<file path="src/rtl/e203_exu_alu_share_arb.sv">
// rtl/e203_exu_alu_share_arb.sv - shares one ALU adder/comparator between the BJP (r0) and ALU (r1) requesters
module e203_exu_alu_share_arb #(
  parameter int XLEN       = 32,
  parameter int OPW        = 7,
  parameter int STARVE_MAX = 3
) (
  input  logic            clk,
  input  logic            rst,
  input  logic            flush,
  input  logic            r0_req_valid,
  output logic            r0_req_ready,
  input  logic [XLEN-1:0] r0_req_op1,
  input  logic [XLEN-1:0] r0_req_op2,
  input  logic [OPW-1:0]  r0_req_op,
  output logic            r0_rsp_valid,
  input  logic            r0_rsp_ready,
  output logic [XLEN-1:0] r0_rsp_res,
  output logic            r0_rsp_cmp,
  input  logic            r1_req_valid,
  output logic            r1_req_ready,
  input  logic [XLEN-1:0] r1_req_op1,
  input  logic [XLEN-1:0] r1_req_op2,
  input  logic [OPW-1:0]  r1_req_op,
  output logic            r1_rsp_valid,
  input  logic            r1_rsp_ready,
  output logic [XLEN-1:0] r1_rsp_res,
  output logic            r1_rsp_cmp,
  output logic [XLEN-1:0] dp_op1,
  output logic [XLEN-1:0] dp_op2,
  output logic [OPW-1:0]  dp_op,
  input  logic [XLEN-1:0] dp_add_res,
  input  logic            dp_cmp_res
);

  typedef enum logic [1:0] {IDLE = 2'd0, EXEC = 2'd1, RESP = 2'd2} state_t;

  localparam logic [3:0] STARVE_LIM = 4'(STARVE_MAX);

  state_t          state_q, state_d;
  logic [XLEN-1:0] op1_q, op1_d, op2_q, op2_d, res_q, res_d;
  logic [OPW-1:0]  op_q, op_d;
  logic            owner_q, owner_d, cmp_q, cmp_d;
  logic [3:0]      starve_q, starve_d;
  logic            rsp_hs, can_issue, pick_r1, grant0, grant1;

  always_comb begin
    rsp_hs    = (state_q == RESP) && (owner_q ? r1_rsp_ready : r0_rsp_ready);
    // a new grant may overlap the response handshake so back-to-back ops see no bubble
    can_issue = !rst && !flush && ((state_q == IDLE) || rsp_hs);
    pick_r1   = r1_req_valid && (!r0_req_valid || (starve_q == STARVE_LIM));
    grant1    = can_issue && pick_r1;
    grant0    = can_issue && r0_req_valid && !pick_r1;
  end

  always_comb begin
    state_d  = state_q;
    op1_d    = op1_q;
    op2_d    = op2_q;
    op_d     = op_q;
    owner_d  = owner_q;
    res_d    = res_q;
    cmp_d    = cmp_q;
    starve_d = starve_q;

    if (grant0) begin
      op1_d   = r0_req_op1;
      op2_d   = r0_req_op2;
      op_d    = r0_req_op;
      owner_d = 1'b0;
      if (!r1_req_valid) begin
        starve_d = 4'd0;
      end else if (starve_q != STARVE_LIM) begin
        starve_d = starve_q + 4'd1;
      end
    end else if (grant1) begin
      op1_d    = r1_req_op1;
      op2_d    = r1_req_op2;
      op_d     = r1_req_op;
      owner_d  = 1'b1;
      starve_d = 4'd0;
    end

    unique case (state_q)
      IDLE: if (grant0 || grant1) state_d = EXEC;
      EXEC: begin
        res_d   = dp_add_res;
        cmp_d   = dp_cmp_res;
        state_d = RESP;
      end
      RESP: if (rsp_hs) state_d = (grant0 || grant1) ? EXEC : IDLE;
      default: state_d = IDLE;
    endcase

    // flush abandons the in-flight op but keeps the fairness history
    if (flush) state_d = IDLE;
  end

  always_ff @(posedge clk) begin
    if (rst) begin
      state_q  <= IDLE;
      op1_q    <= '0;
      op2_q    <= '0;
      op_q     <= '0;
      owner_q  <= 1'b0;
      res_q    <= '0;
      cmp_q    <= 1'b0;
      starve_q <= 4'd0;
    end else begin
      state_q  <= state_d;
      op1_q    <= op1_d;
      op2_q    <= op2_d;
      op_q     <= op_d;
      owner_q  <= owner_d;
      res_q    <= res_d;
      cmp_q    <= cmp_d;
      starve_q <= starve_d;
    end
  end

  assign r0_req_ready = grant0;
  assign r1_req_ready = grant1;
  assign r0_rsp_valid = (state_q == RESP) && !owner_q;
  assign r1_rsp_valid = (state_q == RESP) && owner_q;
  assign r0_rsp_res   = res_q;
  assign r1_rsp_res   = res_q;
  assign r0_rsp_cmp   = cmp_q;
  assign r1_rsp_cmp   = cmp_q;
  assign dp_op1       = op1_q;
  assign dp_op2       = op2_q;
  assign dp_op        = (state_q == EXEC) ? op_q : '0;

endmodule

</file>
<file path="config.mk">
export PLATFORM = sky130hd
export DESIGN_NAME = e203_exu_alu_share_arb
export DESIGN_NICKNAME = d
export VERILOG_FILES = /design/src/rtl/e203_exu_alu_share_arb.sv
export SDC_FILE = /design/constraint.sdc
export NUM_CORES = 1
export LEC_CHECK = 0
export ABC_AREA = 1
export BUFFER_PORTS_ARGS = -buffer_cell sky130_fd_sc_hd__buf_2
export CELL_PAD_IN_SITES_DETAIL_PLACEMENT = 1
export CELL_PAD_IN_SITES_GLOBAL_PLACEMENT = 1
export CORE_MARGIN = 3
export CORE_UTILIZATION = 32
export DETAILED_ROUTE_END_ITERATION = 7
export PLACE_DENSITY_LB_ADDON = 0.08
export SYNTH_ARGS = -nofsm -noshare
export SYNTH_HDL_FRONTEND = slang
export SYNTH_SLANG_ARGS = --single-unit
</file>
<file path="constraint.sdc">
create_clock -name clk -period 2.8 [get_ports clk]
set_input_delay 0.42 -clock clk [delete_from_list [all_inputs] [get_ports clk]]
set_output_delay 0.42 -clock clk [all_outputs]
set_load 0.03 [all_outputs]
</file>
==> results.py, run 1 <==
metrics = {
    "synth": {
        "syn-cell-area_um2": 6190,
        "synthesis.nets": 1193,
        "avgSynthCellArea_um2": 6.13,
        "synth_area_leaders": "dfxtp_1 36%, nand2_1 14%, inv_1 14%",
        "netlist_instances": 1010,
        "async_flop_share": 0,
        "yosys.area.top_type": "dfxtp_1",
        "ys_seq_area_frac": 0.359,
        "synth_edf_count": 0,
        "yosysMostFrequentCell": "nand2_1",
        "yosys_warnings": 0,
        "ys_ff_latch": 111,
        "netlist_top_cells_count": "228 x nand2_1, 224 x inv_1, 145 x nand3_1, 111 x dfxtp_1, 82 x nor2_1",
        "synth_top_area_share": 0.359,
        "synthDistinctLibCells": 22,
        "synth_top_flop_cell": "dfxtp_1",
    },
    "routing": {
        "drc": 0,
        "vias": 6808,
        "vias_per_cell": 4.45,
        "wl_mm": 22.2,
        "drtIter0Drc": 206,
        "ant_nets": 0,
        "dr.pass1.iters": 4,
        "wire_per_inst_um": 14.5,
    },
    "global_route": {
        "gr-usage-met3": 0.0543,
        "grt_pass1_wl_mm": 35.9,
        "grt_use_met2": 0.366,
        "first_global_vias": 6960,
        "grt-ovfl-total": 0,
        "grt_util_all_layers": 0.206,
        "grt_max_degree": 105,
        "antenna_found_initial": 5,
        "gr-usage-met1": 0.249,
        "top_usage_layer": "met2",
    },
    "worst_hold_path": {
        "min_path_cells": 3,
        "hold_start": "dp_add_res[2]",
        "min_to": "r0_rsp_res[2]$_SDFFE_PP0N_",
        "hp-class": "input port to flop",
    },
    "critical_path": {
        "slowest_stage": "dfxtp_1",
        "r2r_start": "starve_q[0]$_SDFFE_PP0P_",
        "r2r_end": "op_q[2]$_SDFFE_PP0N_",
        "crit_chain": "ha_1 -> nand2_1 -> nand2_1 -> nand2_2 -> buf_4 -> nand3_2 -> inv_1 -> buf_2",
        "endpoint_kind": "output port",
        "path_class": "flop to output port",
        "path_max_fanout": 26,
        "start_kind": "flop",
        "cpPeakStageDelay_ns": 0.34,
        "crit_path_frequent_cell": "nand2_1",
        "worst-r2r-setup-slack_ns": 0.82,
        "worstPathArrival_ns": 2.07,
        "ff2ff_path_depth": 10,
        "required_ns": 2.38,
    },
    "clocking": {
        "cts_setup_buffers": 0,
        "cts_buffers": 9,
        "htree_num_levels": 3,
        "clkTransAtPathRegs_ns": 0.08,
        "cts-resized-gates": 0,
        "cts_buffer_depth": 2,
        "cts_tree": "built",
        "clkLatencyLatePin_ns": 0.36,
        "cts.sinks": 111,
        "hold_buffers": 0,
        "cts_root_buffer": "clkbuf_16",
    },
    "sta": {
        "fmax_mhz": 402,
        "tightest_slew_ns": 1.10,
        "drv_slew": 0,
        "post-route-period-util": 0.889,
        "setup_viol": 0,
        "rsz0062_at_grt": "no",
        "finalSetupTns_ns": 0,
        "relSlewSlack": 0.266,
        "fin_worst_skew_ns": 0.00958,
        "hold_viol": 0,
        "period_needed_ns": 2.49,
    },
    "die": {
        "ioPinCount": 323,
        "start_util": 0.329,
        "core_area_um2": 18800,
        "dieArea_um2": 21000,
        "rows": 50,
        "die_h_um": 145,
        "dieWidth_um": 145,
    },
    "pwr": {
        "power.leakage_nw": 5.06,
        "ir_drop_v": 0.000284,
        "p_per_area_nw_per_um2": 519,
    },
    "layout": {
        "area_delta_synth_final_pct": 30.0,
        "finalNonFillerCells": 1531,
        "nets": 1446,
        "drive_above_1_share": 0.289,
        "nFillCells": 2633,
    },
    "placed_design": {
        "dp_hpwl_mm": 15.5,
        "io_buffers": 322,
        "place_congestion": 0.772,
        "place_inst": 1512,
    },
    "run_status": {
        "run_status": "completed",
    },
    "job": {
        "drv_cap": 0,
    },
}
[how the worst max path moves through the flow]
stage	startpoint	to	slack (ns)	cells past startpoint
floorplan	state_q[0]$_SDFFE_PP0P_	dp_op[0]	0.99	5
global placement	starve_q[0]$_SDFFE_PP0P_	r0_req_ready	0.72	8
detailed placement	starve_q[0]$_SDFFE_PP0P_	r0_req_ready	0.66	8
CTS	starve_q[0]$_SDFFE_PP0P_	r0_req_ready	0.26	8
global route	starve_q[0]$_SDFFE_PP0P_	r0_req_ready	0.12	8
finish	starve_q[0]$_SDFFE_PP0P_	r0_req_ready	0.31	8
[flip-flops by register name, summed over array words and instances (netlist names)]
signal / flops
dp_op1: 32
r0_rsp_cmp: 1
dp_op2: 32
starve_q: 4
op_q: 7
r0_rsp_res: 32
owner_q: 1
state_q: 2
[routing by layer]
metal / wire length (um) / share of wire
met5: 25 / 0.0011
met4: 301 / 0.014
met3: 1400 / 0.063
met2: 10700 / 0.48
met1: 9700 / 0.44
[worst max-delay path, delay by kind of cell, from the launching register on]
kind / cells / cell delay, ns
AND/OR/NAND/NOR: 4 / 0.43
flip-flops: 1 / 0.34
buffers and inverters: 3 / 0.72
adder cells (fa/ha/maj): 1 / 0.23
[cell type report]
class | instances | area [um2] | share of cell area
inverters | 226 | 850 | 0.106
multi-input cells | 578 | 2580 | 0.320
flip-flops and latches | 111 | 2220 | 0.276
diodes | 3 | 7.51 | 0.000933
clock inverters | 7 | 80.1 | 0.00995
clock buffers | 9 | 225 | 0.0280
well taps | 260 | 325 | 0.0404
repair buffers | 337 | 1760 | 0.219
[report_power, final]
group	leakage [nW]	internal [W]	switching, W
Clock	0.143	0.000705	0.000653
Combinational	4.01	0.000351	0.000718
Sequential	0.910	0.00169	0.0000610
Total	5.06	0.00275	0.00143
[placed cells by master, fill, tap and decap left out, types with 2 or more instances in the layout]
cell          n
buf_12        3
nand4_1       2
inv_1       224
nand2_2       4
clkinv_4      2
nand2_1     225
nor2_1       81
buf_4        12
diode_2       3
clkinvlp_4    2
dfxtp_1     111
nor2_4        2
a21oi_1      76
clkbuf_16     9
xor2_1        2
buf_2       322
nand3_1     145
inv_6         2
nor2_2        3
o21ai_0      33
[cell families after synthesis]
kind of cell	after synthesis	share of synthesized area
adders and majority gates	1	0.00202
buffers and inverters	321	0.226
DFF	111	0.359
AOI/OAI and AO/OA	110	0.0893
xor gates and xnor gates	2	0.00283
and+or+nand+nor	465	0.321
[metrics by stage]
step	setup WS [ns]	power (W)	utilization	area, um2	hold slack, ns
after global routing	0.124	0.00443	0.427	8050	0.272
after global placement	0.715	0.00286	0.411	7740	0.471
after floorplan	0.994	0.00252	-	6190	0.450
after CTS	0.264	0.00425	0.427	8040	0.264
final	0.312	0.00418	0.427	8050	0.274
after detailed placement	0.663	0.00287	0.411	7740	0.481
Note: power is estimated with default switching activity, not from simulation.
==> run 2: changes to the inputs <==
--- a/config.mk
+++ b/config.mk
@@ -10,9 +10,10 @@
 export CELL_PAD_IN_SITES_DETAIL_PLACEMENT = 1
 export CELL_PAD_IN_SITES_GLOBAL_PLACEMENT = 1
 export CORE_MARGIN = 3
-export CORE_UTILIZATION = 32
+export CORE_UTILIZATION = 30
 export DETAILED_ROUTE_END_ITERATION = 7
 export PLACE_DENSITY_LB_ADDON = 0.08
+export SKIP_LAST_GASP = 1
 export SYNTH_ARGS = -nofsm -noshare
 export SYNTH_HDL_FRONTEND = slang
 export SYNTH_SLANG_ARGS = --single-unit
==> constraint.sdc (replaced) <==
create_clock -name clk -period 2.73 [get_ports clk]
set_input_delay 0.4095 -clock clk [delete_from_list [all_inputs] [get_ports clk]]
set_output_delay 0.4095 -clock clk [all_outputs]
set_load 0.03 [all_outputs]
==> results.py, run 2 (synthesis gave the netlist of run 1 again) <==
metrics = {
    "run_status": {
        "run_status": "completed",
    },
    "clocking": {
        "clkLatencyLatePin_ns": 0.36,
        "cts_buffers": 9,
        "cts.sinks": 111,
        "cts_root_buffer": "clkbuf_16",
        "cts_setup_buffers": 0,
        "cts_tree": "built",
        "cts-resized-gates": 0,
        "clkTransAtPathRegs_ns": 0.09,
        "cts_buffer_depth": 2,
        "hold_buffers": 0,
        "htree_num_levels": 3,
    },
    "placed_design": {
        "place_inst": 1515,
        "io_buffers": 322,
        "placed_cell_area_um2": 7740,
        "place_congestion": 0.785,
        "dp_hpwl_mm": 15.6,
    },
    "pwr": {
        "p_per_area_nw_per_um2": 528,
        "power.leakage_nw": 5.06,
        "ir_drop_v": 0.000274,
    },
    "global_route": {
        "grt_pass1_wl_mm": 34.5,
        "grt_util_all_layers": 0.191,
        "grt-ovfl-total": 0,
        "antenna_found_initial": 4,
        "grt_max_degree": 73,
        "first_global_vias": 6678,
    },
    "critical_path": {
        "cp_num_buf_inv": 2,
        "endpoint_kind": "output port",
        "required_ns": 2.32,
        "cpPeakStageDelay_ns": 0.35,
        "crit_chain": "ha_1 -> nand2_1 -> nand2_1 -> nand2_2 -> nand3_2 -> inv_1 -> buf_2",
        "path_max_fanout": 5,
        "slowest_stage": "dfxtp_1",
        "path_delay_family": "simple AND/OR/NAND/NOR gates",
        "path_class": "flop to output port",
        "crit_path_frequent_cell": "nand2_1",
        "start_kind": "flop",
        "worstPathArrival_ns": 1.72,
    },
    "routing": {
        "dr.pass1.iters": 4,
        "wl_mm": 22.3,
        "vias_per_cell": 4.45,
        "ant_nets": 0,
        "drtIter0Drc": 165,
        "vias": 6829,
        "drc": 0,
        "wire_per_inst_um": 14.5,
    },
    "sta": {
        "fmax_mhz": 469,
        "period_needed_ns": 2.13,
        "setup_viol": 0,
        "rsz0062_at_grt": "no",
        "finalSetupTns_ns": 0,
        "relSlewSlack": 0.437,
        "fin_worst_skew_ns": 0.0101,
        "tightest_slew_ns": 0.844,
        "drv_slew": 0,
        "hold_viol": 0,
        "post-route-period-util": 0.781,
        "whs_ns": 0.263,
    },
    "die": {
        "rows": 51,
        "dieArea_um2": 22400,
        "die_h_um": 150,
        "core_area_um2": 19800,
        "dieWidth_um": 150,
        "start_util": 0.312,
        "ioPinCount": 323,
    },
    "layout": {
        "area_delta_synth_final_pct": 29.8,
        "fin_area_um2": 8040,
        "nets": 1444,
        "mostFrequentLayoutCells": "322 x buf_2, 225 x nand2_1, 224 x inv_1",
        "drive_above_1_share": 0.288,
        "layout_commonest_cell": "buf_2",
        "finalNonFillerCells": 1533,
    },
    "job": {
        "drv_cap": 0,
    },
    "worst_hold_path": {
        "hp-class": "input port to flop",
    },
}
==> run 2: power breakdown <==
group | total (W) | leakage [nW] | internal, W | switching (W)
clock network | 0.00135 | 0.147 | 0.000653 | 0.000699
logic | 0.00109 | 4.01 | 0.000359 | 0.000734
registers | 0.00180 | 0.910 | 0.00174 | 0.0000650
total | 0.00424 | 5.06 | 0.00275 | 0.00150
==> run 2: cell type report <==
cell class	instances	area (um2)
diodes	2	5.00
fillers	2736	11800
clock inverters	7	68.8
inverters	226	850
multi-input cells	578	2570
flip-flops and latches	111	2220
well taps	265	332
clock buffers	9	225
repair buffers	335	1760
==> run 2: worst paths after layout <==
kind | end | from | cells after the start | slack, ns
worst max-delay path | r0_req_ready | starve_q[0]$_SDFFE_PP0P_ | 7 | 0.60
worst min-delay path | r0_rsp_res[12]$_SDFFE_PP0N_ | dp_add_res[12] | 3 | 0.26
worst max register to register | op_q[0]$_SDFFE_PP0N_ | starve_q[0]$_SDFFE_PP0P_ | 10 | 0.81
worst min register to register | starve_q[1]$_SDFFE_PP0P_ | starve_q[1]$_SDFFE_PP0P_ | 2 | 0.49
==> run 2: per-layer routing <==
layer  vias up  routed length (um)  part of all wire  global-route usage
met5         -                  41            0.0018                   0
met4         6                 322             0.014              0.0389
met3        22                1770             0.080              0.0654
met2       206               10800              0.48               0.339
met1      3104                9330              0.42               0.225
li1       3491                   -                 -                   -
==> run 2: worst min-delay path, cell delays in order <==
cell	delay, ns
buf_2	0.07
nor2_1	0.03
nor2_1	0.08
==> run 2: per-stage QoR <==
stage	power (W)	utilization	worst slack (ns)
floorplan	0.00259	-	0.935
global placement	0.00293	0.390	0.704
detailed placement	0.00295	0.390	0.679
global route	0.00450	0.405	0.464
finish	0.00424	0.405	0.599
CTS	0.00433	0.405	0.548
==> run 3: changes to the inputs <==
--- a/config.mk
+++ b/config.mk
@@ -10,7 +10,7 @@
 export CELL_PAD_IN_SITES_DETAIL_PLACEMENT = 1
 export CELL_PAD_IN_SITES_GLOBAL_PLACEMENT = 1
 export CORE_MARGIN = 3
-export CORE_UTILIZATION = 30
+export CORE_UTILIZATION = 27
 export DETAILED_ROUTE_END_ITERATION = 7
 export PLACE_DENSITY_LB_ADDON = 0.08
 export SKIP_LAST_GASP = 1
==> constraint.sdc (replaced) <==
create_clock -name clk -period 1.8 [get_ports clk]
set_input_delay 0.27 -clock clk [delete_from_list [all_inputs] [get_ports clk]]
set_output_delay 0.27 -clock clk [all_outputs]
set_load 0.03 [all_outputs]
==> results.py, run 3 (synthesis gave the netlist of run 1 again) <==
metrics = {
    "global_route": {
        "gr-usage-met1": 0.223,
        "grt-ovfl-total": 0,
        "grt_use_met2": 0.317,
        "top_usage_layer": "met2",
        "antenna_found_initial": 3,
        "grt_pass1_wl_mm": 36.0,
        "grt_max_degree": 61,
        "grt_util_all_layers": 0.179,
        "first_global_vias": 7025,
        "gr-usage-met3": 0.0426,
    },
    "clocking": {
        "hold_buffers": 0,
        "htree_num_levels": 3,
        "cts_tree": "built",
        "cts_root_buffer": "clkbuf_16",
        "cts_buffers": 9,
        "cts.sinks": 111,
        "cts_buffer_depth": 2,
        "clkLatencyLatePin_ns": 0.35,
        "clkTransAtPathRegs_ns": 0.08,
    },
    "layout": {
        "diodes": 0,
        "area_delta_synth_final_pct": 34.6,
        "layout_commonest_cell": "buf_2",
        "post-route-util": 0.376,
        "drive_above_1_share": 0.304,
        "mostFrequentLayoutCells": "314 x buf_2, 225 x nand2_1, 221 x inv_1",
        "nets": 1456,
    },
    "pwr": {
        "finalPower_w": 0.00650,
        "p_per_area_nw_per_um2": 780,
        "ir_drop_v": 0.000393,
        "power.leakage_nw": 5.15,
    },
    "critical_path": {
        "path_max_fanout": 5,
        "cp_num_buf_inv": 4,
        "required_ns": 1.53,
        "cpPeakStageDelay_ns": 0.35,
        "worst-r2r-setup-slack_ns": 0.13,
        "path_class": "flop to output port",
        "endpoint_kind": "output port",
        "worstPathArrival_ns": 1.47,
        "path_delay_family": "buffers and inverters",
        "slowest_stage": "dfxtp_2",
        "crit_path_frequent_cell": "buf_4",
        "start_kind": "flop",
        "crit_chain": "inv_2 -> nor2_4 -> clkinvlp_4 -> buf_4 -> nor2_2 -> buf_4",
    },
    "placed_design": {
        "io_buffers": 322,
        "pre_cts_slack_ns": 0.112,
        "dp_hpwl_mm": 16.2,
        "place_congestion": 0.766,
    },
    "die": {
        "rows": 54,
        "dieArea_um2": 24800,
        "ioPinCount": 323,
        "core_area_um2": 22200,
        "start_util": 0.279,
        "die_h_um": 157,
        "dieWidth_um": 157,
    },
    "sta": {
        "relSlewSlack": 0.563,
        "whs_ns": 0.133,
        "fmax_mhz": 574,
        "tightest_slew_ns": 0.655,
        "post-route-period-util": 0.967,
        "setup_viol": 0,
        "period_needed_ns": 1.74,
        "drv_slew": 0,
        "fin_ws_ns": 0.0585,
        "fin_worst_skew_ns": 0.0103,
        "finalSetupTns_ns": 0,
        "rsz0062_at_grt": "yes",
        "hold_viol": 0,
    },
    "worst_hold_path": {
        "hp-class": "input port to flop",
    },
    "routing": {
        "drc": 0,
        "ant_nets": 0,
        "vias_per_cell": 4.40,
        "drtIter0Drc": 233,
        "dr.pass1.iters": 4,
        "wl_mm": 23.1,
        "vias": 6856,
        "wire_per_inst_um": 14.8,
    },
    "job": {
        "drv_cap": 0,
    },
    "run_status": {
        "run_status": "completed",
    },
}
## run 3: cell types whose count changed in the layout (fill, tap and decap cells not counted), moves of 3 or more
cell,before,now
buf_4,9,18
inv_1,224,221
buf_6,0,3
buf_2,322,314
clkbuf_8,0,3
buf_12,4,12
nor2_2,2,5
nor2_1,82,76
nor2_4,2,5
inv_8,3,0
## run 3: metrics by stage
step           cells  instance area (um2)
2_1_floorplan   1010                 6190
3_3_place_gp    1533                 7880
3_5_place_dp    1533                 7880
4_1_cts         1555                 8280
5_1_grt         1558                 8330
6_report        1558                 8330
## run 3: final cells by class
cell class | instances | area, um2
clock buffer | 13 | 270
sequential | 111 | 2220
clock inverter | 3 | 25.0
tap | 280 | 350
multi-input combinational | 578 | 2620
inverter | 226 | 856
fill | 3017 | 13800
timing repair buffer | 347 | 1980
## run 3: worst min-delay path: stages
cell and delay, ns:
buf_2 0.07, nor2_1 0.03, nor2_1 0.08
## run 3: final timing paths
kind / from / to / cells past startpoint
worst min register to register: starve_q[3]$_SDFFE_PP0P_ / starve_q[3]$_SDFFE_PP0P_ / 2
worst max register to register: state_q[1]$_SDFFE_PP0P_ / dp_op2[14]$_SDFFE_PP0N_ / 9
worst min-delay path: dp_add_res[1] / r0_rsp_res[1]$_SDFFE_PP0N_ / 3
worst max-delay path: state_q[0]$_SDFFE_PP0P_ / dp_op[3] / 6
## run 3: power breakdown
group	leakage [nW]	switching, W	internal [W]
combinational	4.10	0.00114	0.000592
clock	0.142	0.000978	0.00107
sequential	0.911	0.0000951	0.00263
total	5.15	0.00221	0.00429
## run 3: what timing repair did
action	in CTS	in global routing
setup buffers	6	3
setup endpoints to repair	9	9
pin swaps	1	2
resized for setup	19	13
## run 3: routing by layer
layer	wire [um]	vias to the layer above
li1	-	3519
met1	10100	3140
met2	11300	169
met3	1370	22
met4	234	6
met5	41	-
